`src/rtl/addr_offset_gen_pkg.sv`:
```
// Shared encodings and sizing helpers for the convolution address generator.
package addr_offset_gen_pkg;

  typedef enum logic [1:0] {
    OFS_FILTER = 2'b00,
    OFS_WRITE  = 2'b01,
    OFS_LINE   = 2'b10,
    OFS_RSVD   = 2'b11
  } ofs_mode_e;

  typedef enum logic [1:0] {
    BASE_X    = 2'b00,
    BASE_Y    = 2'b01,
    BASE_Z    = 2'b10,
    BASE_ZERO = 2'b11
  } base_sel_e;

  // Counter widths never collapse to zero bits, even for single-word bursts.
  function automatic int clog2_min1(input int v);
    return (v <= 2) ? 1 : $clog2(v);
  endfunction

  function automatic int max3(input int a, input int b, input int c);
    int m;
    m = (a > b) ? a : b;
    return (m > c) ? m : c;
  endfunction

endpackage

```
`src/rtl/addr_offset_gen_if.sv`:
```
// Controller <-> address generator bus; the controller drives the master side.
interface addr_offset_gen_if #(
  parameter int ADDR_W = 16,
  parameter int IDX_W  = 4
);
  logic              offset_rst;
  logic              offset_active;
  logic [1:0]        offset_mode;
  logic [1:0]        base_addr_sel;
  logic [ADDR_W-1:0] base_x;
  logic [ADDR_W-1:0] base_y;
  logic [ADDR_W-1:0] base_z;
  logic [ADDR_W-1:0] mem_addr;
  logic              offset_done;
  logic [IDX_W-1:0]  line_idx;

  modport master (
    output offset_rst, offset_active, offset_mode, base_addr_sel,
           base_x, base_y, base_z,
    input  mem_addr, offset_done, line_idx
  );

  modport slave (
    input  offset_rst, offset_active, offset_mode, base_addr_sel,
           base_x, base_y, base_z,
    output mem_addr, offset_done, line_idx
  );
endinterface

```
`src/rtl/addr_offset_gen_counter.sv`:
```
// Wrapping up-counter; restart_i makes this cycle behave as if the count were 0.
module offset_counter #(
  parameter int WIDTH = 4
) (
  input  logic             clk,
  input  logic             rst,
  input  logic             clear_i,
  input  logic             enable_i,
  input  logic             restart_i,
  input  logic [WIDTH-1:0] terminal_i,
  output logic [WIDTH-1:0] count_o,
  output logic             tc_o
);

  logic [WIDTH-1:0] count_q;

  assign count_o = restart_i ? '0 : count_q;
  assign tc_o    = (count_o == terminal_i);

  always_ff @(posedge clk or posedge rst) begin
    if (rst) begin
      count_q <= '0;
    end else if (clear_i) begin
      count_q <= '0;
    end else if (enable_i) begin
      count_q <= tc_o ? '0 : count_o + 1'b1;
    end
  end

endmodule

```
`src/rtl/addr_offset_gen.sv`:
```
// Memory address generator: mem_addr = base + pointer + burst offset, with
// persistent line and result pointers walking the image and output areas.
module addr_offset_gen
  import addr_offset_gen_pkg::*;
#(
  parameter int ADDR_W       = 16,
  parameter int FILTER_WORDS = 16,
  parameter int LINE_WORDS   = 16,
  parameter int IMG_LINES    = 16,
  parameter int WR_WORDS     = 1
) (
  input logic               clk,
  input logic               rst,
  addr_offset_gen_if.slave  bus
);

  localparam int CNT_W = clog2_min1(max3(FILTER_WORDS, LINE_WORDS, WR_WORDS));
  localparam int IDX_W = clog2_min1(IMG_LINES);
  localparam logic [ADDR_W-1:0] LINE_STRIDE = ADDR_W'(LINE_WORDS);
  localparam logic [ADDR_W-1:0] WR_STRIDE   = ADDR_W'(WR_WORDS);

  logic [1:0]        last_mode_q;
  logic [ADDR_W-1:0] wr_ptr_q;
  logic [CNT_W-1:0]  cnt_eff;
  logic [CNT_W-1:0]  burst_term;
  logic [IDX_W-1:0]  line_ptr;
  logic              burst_tc;
  logic              line_tc_unused;
  logic              mode_rsvd;
  logic              mode_chg;
  logic              done;
  logic              line_adv;
  logic [ADDR_W-1:0] base;
  logic [ADDR_W-1:0] ofs_sum;

  assign mode_rsvd = (bus.offset_mode == OFS_RSVD);
  assign mode_chg  = (bus.offset_mode != last_mode_q);
  assign done      = bus.offset_active & ~mode_rsvd & burst_tc;
  assign line_adv  = done & (bus.offset_mode == OFS_LINE);

  always_comb begin
    burst_term = '0;
    case (bus.offset_mode)
      OFS_FILTER: burst_term = CNT_W'(FILTER_WORDS - 1);
      OFS_LINE:   burst_term = CNT_W'(LINE_WORDS - 1);
      OFS_WRITE:  burst_term = CNT_W'(WR_WORDS - 1);
      default:    burst_term = '0;
    endcase
  end

  // Idle and reserved cycles clear the burst so an aborted burst restarts at 0.
  offset_counter #(.WIDTH(CNT_W)) u_burst_cnt (
    .clk        (clk),
    .rst        (rst),
    .clear_i    (bus.offset_rst | ~bus.offset_active | mode_rsvd),
    .enable_i   (bus.offset_active & ~mode_rsvd),
    .restart_i  (mode_chg),
    .terminal_i (burst_term),
    .count_o    (cnt_eff),
    .tc_o       (burst_tc)
  );

  offset_counter #(.WIDTH(IDX_W)) u_line_ptr (
    .clk        (clk),
    .rst        (rst),
    .clear_i    (bus.offset_rst),
    .enable_i   (line_adv),
    .restart_i  (1'b0),
    .terminal_i (IDX_W'(IMG_LINES - 1)),
    .count_o    (line_ptr),
    .tc_o       (line_tc_unused)
  );

  always_comb begin
    base = '0;
    case (bus.base_addr_sel)
      BASE_X:  base = bus.base_x;
      BASE_Y:  base = bus.base_y;
      BASE_Z:  base = bus.base_z;
      default: base = '0;
    endcase
  end

  always_comb begin
    ofs_sum = '0;
    case (bus.offset_mode)
      OFS_FILTER: ofs_sum = ADDR_W'(cnt_eff);
      OFS_LINE:   ofs_sum = ADDR_W'(line_ptr) * LINE_STRIDE + ADDR_W'(cnt_eff);
      OFS_WRITE:  ofs_sum = wr_ptr_q + ADDR_W'(cnt_eff);
      default:    ofs_sum = '0;
    endcase
  end

  // Async reset forces the outputs low immediately, not at the next edge.
  assign bus.mem_addr    = rst ? '0 : base + ofs_sum;
  assign bus.offset_done = rst ? 1'b0 : done;
  assign bus.line_idx    = line_ptr;

  always_ff @(posedge clk or posedge rst) begin
    if (rst) begin
      last_mode_q <= OFS_FILTER;
      wr_ptr_q    <= '0;
    end else if (bus.offset_rst) begin
      last_mode_q <= OFS_FILTER;
      wr_ptr_q    <= '0;
    end else if (bus.offset_active) begin
      last_mode_q <= bus.offset_mode;
      if (done && (bus.offset_mode == OFS_WRITE)) begin
        wr_ptr_q <= wr_ptr_q + WR_STRIDE;
      end
    end
  end

endmodule
```
`src/flat_wrapper.sv`:
```
// flat-port wrapper written by rule: the top's interface ports become plain ports
module addr_offset_gen_flat import addr_offset_gen_pkg::*;
#(
  parameter int ADDR_W       = 16,
  parameter int FILTER_WORDS = 16,
  parameter int LINE_WORDS   = 16,
  parameter int IMG_LINES    = 16,
  parameter int WR_WORDS     = 1
)
  (clk, rst, bus_offset_rst, bus_offset_active, bus_offset_mode, bus_base_addr_sel, bus_base_x, bus_base_y, bus_base_z, bus_mem_addr, bus_offset_done, bus_line_idx);
  addr_offset_gen_if #(.ADDR_W(ADDR_W)) bus_i ();
  input logic clk;
  input logic rst;
  input wire logic [$bits(bus_i.offset_rst)-1:0] bus_offset_rst;
  input wire logic [$bits(bus_i.offset_active)-1:0] bus_offset_active;
  input wire logic [$bits(bus_i.offset_mode)-1:0] bus_offset_mode;
  input wire logic [$bits(bus_i.base_addr_sel)-1:0] bus_base_addr_sel;
  input wire logic [$bits(bus_i.base_x)-1:0] bus_base_x;
  input wire logic [$bits(bus_i.base_y)-1:0] bus_base_y;
  input wire logic [$bits(bus_i.base_z)-1:0] bus_base_z;
  output wire logic [$bits(bus_i.mem_addr)-1:0] bus_mem_addr;
  output wire logic [$bits(bus_i.offset_done)-1:0] bus_offset_done;
  output wire logic [$bits(bus_i.line_idx)-1:0] bus_line_idx;
  assign bus_i.offset_rst = bus_offset_rst;
  assign bus_i.offset_active = bus_offset_active;
  assign bus_i.offset_mode = bus_offset_mode;
  assign bus_i.base_addr_sel = bus_base_addr_sel;
  assign bus_i.base_x = bus_base_x;
  assign bus_i.base_y = bus_base_y;
  assign bus_i.base_z = bus_base_z;
  assign bus_mem_addr = bus_i.mem_addr;
  assign bus_offset_done = bus_i.offset_done;
  assign bus_line_idx = bus_i.line_idx;
  addr_offset_gen #(.ADDR_W(ADDR_W), .FILTER_WORDS(FILTER_WORDS), .LINE_WORDS(LINE_WORDS), .IMG_LINES(IMG_LINES), .WR_WORDS(WR_WORDS)) u_core (.clk(clk), .rst(rst), .bus(bus_i));
endmodule
```
`config.mk`:
```
export PLATFORM = sky130hd
export DESIGN_NAME = addr_offset_gen_flat
export DESIGN_NICKNAME = d
export VERILOG_FILES = /design/src/rtl/addr_offset_gen_pkg.sv /design/src/rtl/addr_offset_gen_if.sv /design/src/rtl/addr_offset_gen_counter.sv /design/src/rtl/addr_offset_gen.sv /design/src/flat_wrapper.sv
export SDC_FILE = /design/constraint.sdc
export NUM_CORES = 1
export LEC_CHECK = 0
export CORE_ASPECT_RATIO = 0.7
export CORE_MARGIN = 2
export CORE_UTILIZATION = 45
export DETAILED_ROUTE_END_ITERATION = 12
export PLACE_DENSITY = 0.77
export SETUP_SLACK_MARGIN = 0.4
export SKIP_LAST_GASP = 1
export SLEW_MARGIN = 20
export SYNTH_ARGS = -nofsm -noshare
export SYNTH_HDL_FRONTEND = slang
export SYNTH_SLANG_ARGS = --single-unit
```
`constraint.sdc`:
```
create_clock -name clk -period 6.3 [get_ports clk]
set_clock_uncertainty 0.1 [all_clocks]
set_input_delay 1.26 -clock clk [delete_from_list [all_inputs] [get_ports clk]]
set_output_delay 1.26 -clock clk [all_outputs]
set_load 0.01 [all_outputs]
```
==> impl_metrics.env, run 1 <==
export IMPL_outcome="complete, no violations"
export IMPL_io_buffers=76
export IMPL_grt_pass1_vias=3123
export IMPL_root_buffer="clkbuf_8"
export IMPL_worstMarginPinSlew_ns=0.872
export IMPL_ys_seq_area_share_pct=21.7
export IMPL_syn_area_per_cell_sq_um=7.62
export IMPL_async_reset_ff_share_pct=100
export IMPL_h_tree_depth=1
export IMPL_ctsHoldBuffers=0
export IMPL_diodes=0
export IMPL_dr_pass1_iters=4
export IMPL_wl_per_cell_um=15.9
export IMPL_worstHoldStart="u_core.u_line_ptr.count_q[3]"
export IMPL_first_iter_violations=180
export IMPL_synth_edff_count=0
export IMPL_layout_min_cycle_time_ns=6.15
export IMPL_worst_skew_pair_late_latency_ns=0.28
export IMPL_grt_pass1_wl_mm=15.1
export IMPL_crit_fanout=4
export IMPL_hp_class="reg2reg"
export IMPL_period_share_pct=97.7
export IMPL_layout_nets=595
export IMPL_final_layout_size_suffix_gt1_share_pct=26.4
export IMPL_grt_overflow_total=0
export IMPL_setup_worst_path_start="bus_offset_mode[0]"
export IMPL_synth_cells=394
export IMPL_worstSetupPathType="in2out"
export IMPL_grt_use_total_pct=25.5
export IMPL_fin_cells=607
export IMPL_place_area_sq_mm=0.00427
export IMPL_slew_viol_final=0
export IMPL_path_clk_slew_ns=0.10
export IMPL_hold_viol_final=0
export IMPL_critPathCaptureType="primary output"
export IMPL_cp_start_kind="input port"
export IMPL_antenna_found_initial=0
export IMPL_cts_tree="built"
export IMPL_ant_nets=0
export IMPL_syn_nets=472
export IMPL_synth_seq_cells=26
export IMPL_vias_per_cell=5.53
export IMPL_grt_max_degree=28
export IMPL_arrival_ns=4.79
export IMPL_dr_total_vias=3356
export IMPL_die_area_sq_mm=0.00735
export IMPL_place_inst=593
export IMPL_rows=24
export IMPL_design_area_sq_mm=0.00468
export IMPL_power_density_mw_per_mm2=94.1
export IMPL_coreArea_sq_mm=0.00634
export IMPL_io_pins=77
export IMPL_hold_slack_ns=0.499
export IMPL_reg2reg_from="u_core.last_mode_q[1]"
export IMPL_leakage_nw=2.00
export IMPL_area_growth_pct=55.7
export IMPL_cap_viol_max_count=0
export IMPL_cp_data_required_time_ns=4.94
export IMPL_cts_num_sinks=26
export IMPL_drcViolationCount=0
export IMPL_cts_buffers=3
export IMPL_synthDistinctLibCells=53
export IMPL_peakVddDrop_mv=0.0707
export IMPL_place_hpwl_mm=6.99
export IMPL_finalSetupViolCount=0
export IMPL_gp_congestion=1.02
export IMPL_clock_path_buffers=2
export IMPL_rsz0062_at_grt="true"
export IMPL_synth_ff_type="dfrtp_1"
export IMPL_routed_wl_mm=9.62
export IMPL_die_y_um=72.3
export IMPL_ys_warn_count=0
export IMPL_syn_area_sq_mm=0.00300
export IMPL_max_freq_mhz=163
export IMPL_slew_headroom_pct=41.7
export IMPL_start_util_pct=47.4
export IMPL_die_x_um=102
export IMPL_fillers=482
-- state kept, by name (all words and copies together), names as in the netlist --
| register | cells |
|---|---|
| u_core.last_mode_q | 2 |
| u_core.u_burst_cnt.count_q | 4 |
| u_core.u_line_ptr.count_q | 4 |
| u_core.wr_ptr_q | 16 |
-- critical path, stage by stage --
cell and delay (ns):
buf_8 0.11, xor2_4 0.20, nor2_4 0.07, nand2_2 0.08, inv_2 0.05, ha_4 0.17
buf_4 0.13, ha_2 0.31, nand2_1 0.06, o21ai_0 0.19, inv_1 0.12, fa_1 0.45
nor2b_1 0.23, o2111ai_2 0.18, a21boi_2 0.20, buf_4 0.14, nor3b_2 0.04, o21bai_1 0.16
mux2_2 0.36, dlygate4sd2_1 0.28
-- cell families after synthesis --
kind of cell               count (synthesis)  share of synthesized area (%)
and+or+nand+nor                          160                           25.3
xor gates and xnor gates                  37                           11.0
buffers and inverters                     32                           4.58
muxes                                     24                           8.12
AOI/OAI and AO/OA                         93                           19.8
adders and majority gates                 22                           9.42
DFF                                       26                           21.7
-- cell type report --
type	count	area (sq um)	area share [%]
clock buffer	4	55.1	1.18
inverter	11	41.3	0.883
multi-input combinational	336	2600	55.5
sequential	26	651	13.9
tap	91	114	2.44
timing repair buffer	139	1220	26.1
-- routing by layer --
metal	share of wire [%]	global-route usage, %	vias up
li1	-	-	1650
met1	47	37.3	1581
met2	45	40.8	113
met3	6.7	3.66	12
met4	1.0	3.30	0
met5	0	0	-
-- metrics by stage --
| step | power [mW] | setup TNS [ns] | setup WS (ns) | utilization [%] |
|---|---|---|---|---|
| final | 0.440 | 0 | 0.148 | 73.8 |
| after global routing | 0.466 | 0 | 0.0162 | 73.8 |
| after CTS | 0.437 | 0 | 0.134 | 71.2 |
| after detailed placement | 0.321 | -5.21 | -0.800 | 67.4 |
| after global placement | 0.319 | -4.45 | -0.733 | 67.4 |
| after floorplan | 0.241 | 0 | 0.259 | - |
-- report_power, final --
| part | switching (mW) | internal [mW] |
|---|---|---|
| combinational | 0.0713 | 0.0855 |
| clock | 0.0568 | 0.0560 |
| sequential | 0.00247 | 0.168 |
| total | 0.131 | 0.309 |
-- cell usage in the layout (no fill, tap or decap), types with 3 or more instances in the layout --
cell type        Yosys  routed
nand4_1              7       7
dlygate4sd2_1        0       4
a21o_1               4       4
o211ai_1             4       4
nor4_1               4       3
buf_2                2       5
buf_6                2       6
ha_4                 0       4
inv_2                0       4
o21a_1               7       7
nor2b_1              9       9
clkdlybuf4s50_1      0      61
a21oi_2              0       5
dfrtp_1             26      26
o21ai_1              1       8
o21ai_0             31      23
inv_1               11       7
nand2_1             44      40
o31ai_1              6       3
nor3_1              11       7
a21oi_1             17       9
mux2i_1             21      21
clkbuf_8             0       4
xor2_1              17      16
nor2_1              51      49
nor3b_1              4       3
or3_1                7       5
a21oi_4              0       3
buf_4                0      59
xnor2_1             19      17
nand3_1             11      10
nand2_2              0       3
nor3_2               0       3
ha_1                21      15
a31oi_1              4       3
-- synth_stat cells (15+ instances only) --
master | count | area [sq um]
a21oi_1 | 17 | 85.1
clkbuf_1 | 15 | 56.3
dfrtp_1 | 26 | 651
ha_1 | 21 | 263
mux2i_1 | 21 | 210
nand2_1 | 44 | 165
nor2_1 | 51 | 191
o21ai_0 | 31 | 155
xnor2_1 | 19 | 166
xor2_1 | 17 | 149
-- worst paths after layout --
path,depth (start not counted),to,slack (ns)
min reg2reg,1,u_core.u_line_ptr.count_q[3],0.50
max reg2reg,8,u_core.wr_ptr_q[15],4.01
min in group asynchronous,2,u_core.u_line_ptr.count_q[0],1.96
min,1,u_core.u_line_ptr.count_q[3],0.50
max,20,bus_mem_addr[10],0.15
max in group asynchronous,2,u_core.wr_ptr_q[14],3.75
-- timing repair --
action | 4_1_cts | 5_1_grt
endpoints found under the setup margin | 14 | 11
pin swaps | 27 | 35
gates resized for setup | 83 | 34
setup buffers | 5 | 5
No activity file was read; power rests on OpenSTA's default activity.
==> run 2: changes to the inputs <==
ABC_CLOCK_PERIOD_IN_PS = 6300   (was default)
CORE_ASPECT_RATIO = 0.8   (was 0.7)
==> run 2 against run 1 <==
Effect of this change:
- sequential cell count unchanged
- critical path type unchanged
- highest routed layer unchanged
- first-iteration DRC count increased by 19%
- setup slack improved by 0.034 ns
- final cell count decreased by 0.66%
- non-clock buffer count increased by 3
- sequential share of layout area increased by 0.21 points
- register-to-register slack improved by 0.05 ns
- core utilization decreased by 1.9 points
- critical path depth decreased by 1
==> impl_metrics.env, run 2 (synthesis gave the netlist of run 1 again) <==
export IMPL_cts_num_sinks=26
export IMPL_cap_viol_max_count=0
export IMPL_slew_viol_final=0
export IMPL_h_tree_depth=1
export IMPL_reg2reg_from="u_core.last_mode_q[1]"
export IMPL_grt_pass1_wl_mm=15.1
export IMPL_switchingPower_mw=0.124
export IMPL_routed_wl_mm=9.88
export IMPL_cp_data_required_time_ns=4.94
export IMPL_first_iter_violations=215
export IMPL_ctsHoldBuffers=0
export IMPL_worst_skew_pair_late_latency_ns=0.27
export IMPL_place_hpwl_mm=7.09
export IMPL_max_freq_mhz=163
export IMPL_io_buffers=76
export IMPL_seqPwrFrac_pct=39.4
export IMPL_peakVddDrop_mv=0.125
export IMPL_setup_worst_path_start="bus_offset_mode[0]"
export IMPL_drcViolationCount=0
export IMPL_layout_nets=598
export IMPL_clkPwrFrac_pct=24.8
export IMPL_io_pins=77
export IMPL_reg_largest_list="u_core.wr_ptr_q (16), u_core.u_burst_cnt.count_q (4), u_core.u_line_ptr.count_q (4)"
export IMPL_finalSetupViolCount=0
export IMPL_cts_tree="built"
export IMPL_r2r_slack_ns=4.06
export IMPL_grt_max_degree=28
export IMPL_gp_congestion=0.904
export IMPL_dr_pass1_iters=4
export IMPL_ant_nets=0
export IMPL_worstSetupPathType="in2out"
export IMPL_leakage_nw=1.98
export IMPL_start_util_pct=46.9
export IMPL_cts_buffers=3
export IMPL_final_layout_size_suffix_gt1_share_pct=26.2
export IMPL_die_y_um=77.1
export IMPL_period_share_pct=97.1
export IMPL_worstMarginPinSlew_ns=0.983
export IMPL_worstHoldStart="u_core.u_line_ptr.count_q[3]"
export IMPL_diodes=0
export IMPL_coreArea_sq_mm=0.00641
export IMPL_hold_viol_final=0
export IMPL_die_area_sq_mm=0.00735
export IMPL_finish_utilization_pct=71.9
export IMPL_path_clk_slew_ns=0.09
export IMPL_largest_reg_flops=16
export IMPL_power_density_mw_per_mm2=93.8
export IMPL_ff2ff_path_depth=8
export IMPL_hold_slack_ns=0.470
export IMPL_root_buffer="clkbuf_8"
export IMPL_clock_path_buffers=2
export IMPL_grt_use_total_pct=25.3
export IMPL_pwr_share_comb_pct=35.8
export IMPL_antenna_found_initial=0
export IMPL_cp_start_kind="input port"
export IMPL_crit_end="bus_mem_addr[14]"
export IMPL_crit_fanout=4
export IMPL_r2r_end="u_core.wr_ptr_q[15]"
export IMPL_slew_headroom_pct=34.4
export IMPL_die_x_um=95.3
export IMPL_rsz0062_at_grt="true"
export IMPL_area_growth_pct=53.4
export IMPL_mostFrequentLayoutCell="buf_4"
export IMPL_dr_total_vias=3412
export IMPL_grt_pass1_vias=3224
export IMPL_arrival_ns=4.76
export IMPL_hp_class="reg2reg"
export IMPL_vias_per_cell=5.66
export IMPL_final_cell_mix="65 x buf_4, 61 x clkdlybuf4s50_1, 50 x nor2_1, 41 x nand2_1, 26 x dfrtp_1"
export IMPL_critPathCaptureType="primary output"
export IMPL_wl_per_cell_um=16.4
export IMPL_rows=26
export IMPL_grt_overflow_total=0
export IMPL_largest_register="u_core.wr_ptr_q"
export IMPL_layout_min_cycle_time_ns=6.12
export IMPL_outcome="complete, no violations"
export IMPL_setup_tns_ns=0
export IMPL_power_internal_mw=0.308
export IMPL_p_sw_share_pct=28.8
run 2: worst min-delay path by stage:
stage,end,slack [ns],cells past startpoint
detailed placement,u_core.u_line_ptr.count_q[3],0.45,1
floorplan,u_core.wr_ptr_q[14],0.44,2
global placement,u_core.u_line_ptr.count_q[3],0.44,1
CTS,u_core.u_line_ptr.count_q[3],0.47,1
finish,u_core.u_line_ptr.count_q[3],0.47,1
global route,u_core.u_line_ptr.count_q[3],0.51,1
run 2: per-stage QoR:
stage	worst slack [ns]	power, mW	area, sq um	cells
after floorplan	0.259	0.241	3100	394
after global placement	-0.595	0.317	4280	588
after detailed placement	-0.772	0.320	4280	588
after CTS	0.260	0.431	4500	599
after global routing	0.0348	0.455	4610	603
final	0.182	0.432	4610	603
run 2: critical path, stage by stage:
cell and delay [ns]:
buf_6 0.10, xor2_2 0.15, nor2_4 0.16, nand2_2 0.07
inv_2 0.07, ha_4 0.16, a21oi_2 0.05, o21a_1 0.20
o31ai_2 0.27, a21oi_2 0.11, or4_1 0.49, nand3_2 0.10
ha_4 0.22, a21oi_4 0.18, a21boi_2 0.09, or3_4 0.43
a31oi_4 0.17, mux2_4 0.31, buf_2 0.14
run 2: layout make-up:
class | count | area (sq um)
Multi-Input combinational cell | 336 | 2510
Fill cell | 477 | 1800
Timing Repair Buffer | 142 | 1240
Sequential cell | 26 | 651
Tap cell | 84 | 105
Clock buffer | 4 | 55.1
Inverter | 11 | 41.3
run 2: what timing repair did:
item / 4_1_cts / 5_1_grt
gates resized for setup: 76 / 24
pin swaps: 28 / 17
setup endpoints to repair: 14 / 12
setup buffers: 7 / 4
run 2: power groups by stage:
stage / clock network (mW) / registers (mW) / logic, mW
2_1_floorplan: 0 / 0.173 / 0.0684
3_5_place_dp: 0 / 0.173 / 0.146
5_1_grt: 0.118 / 0.171 / 0.167
6_report: 0.107 / 0.170 / 0.155
4_1_cts: 0.110 / 0.170 / 0.151
3_3_place_gp: 0 / 0.173 / 0.144
run 2: routing by layer:
metal  track usage [%]  vias up  part of all wire [%]
li1                  -     1657                     -
met1              34.3     1630                    45
met2              42.3      109                    46
met3              2.85       16                   7.1
met4              6.96        0                   1.8
met5                 0        -                     0
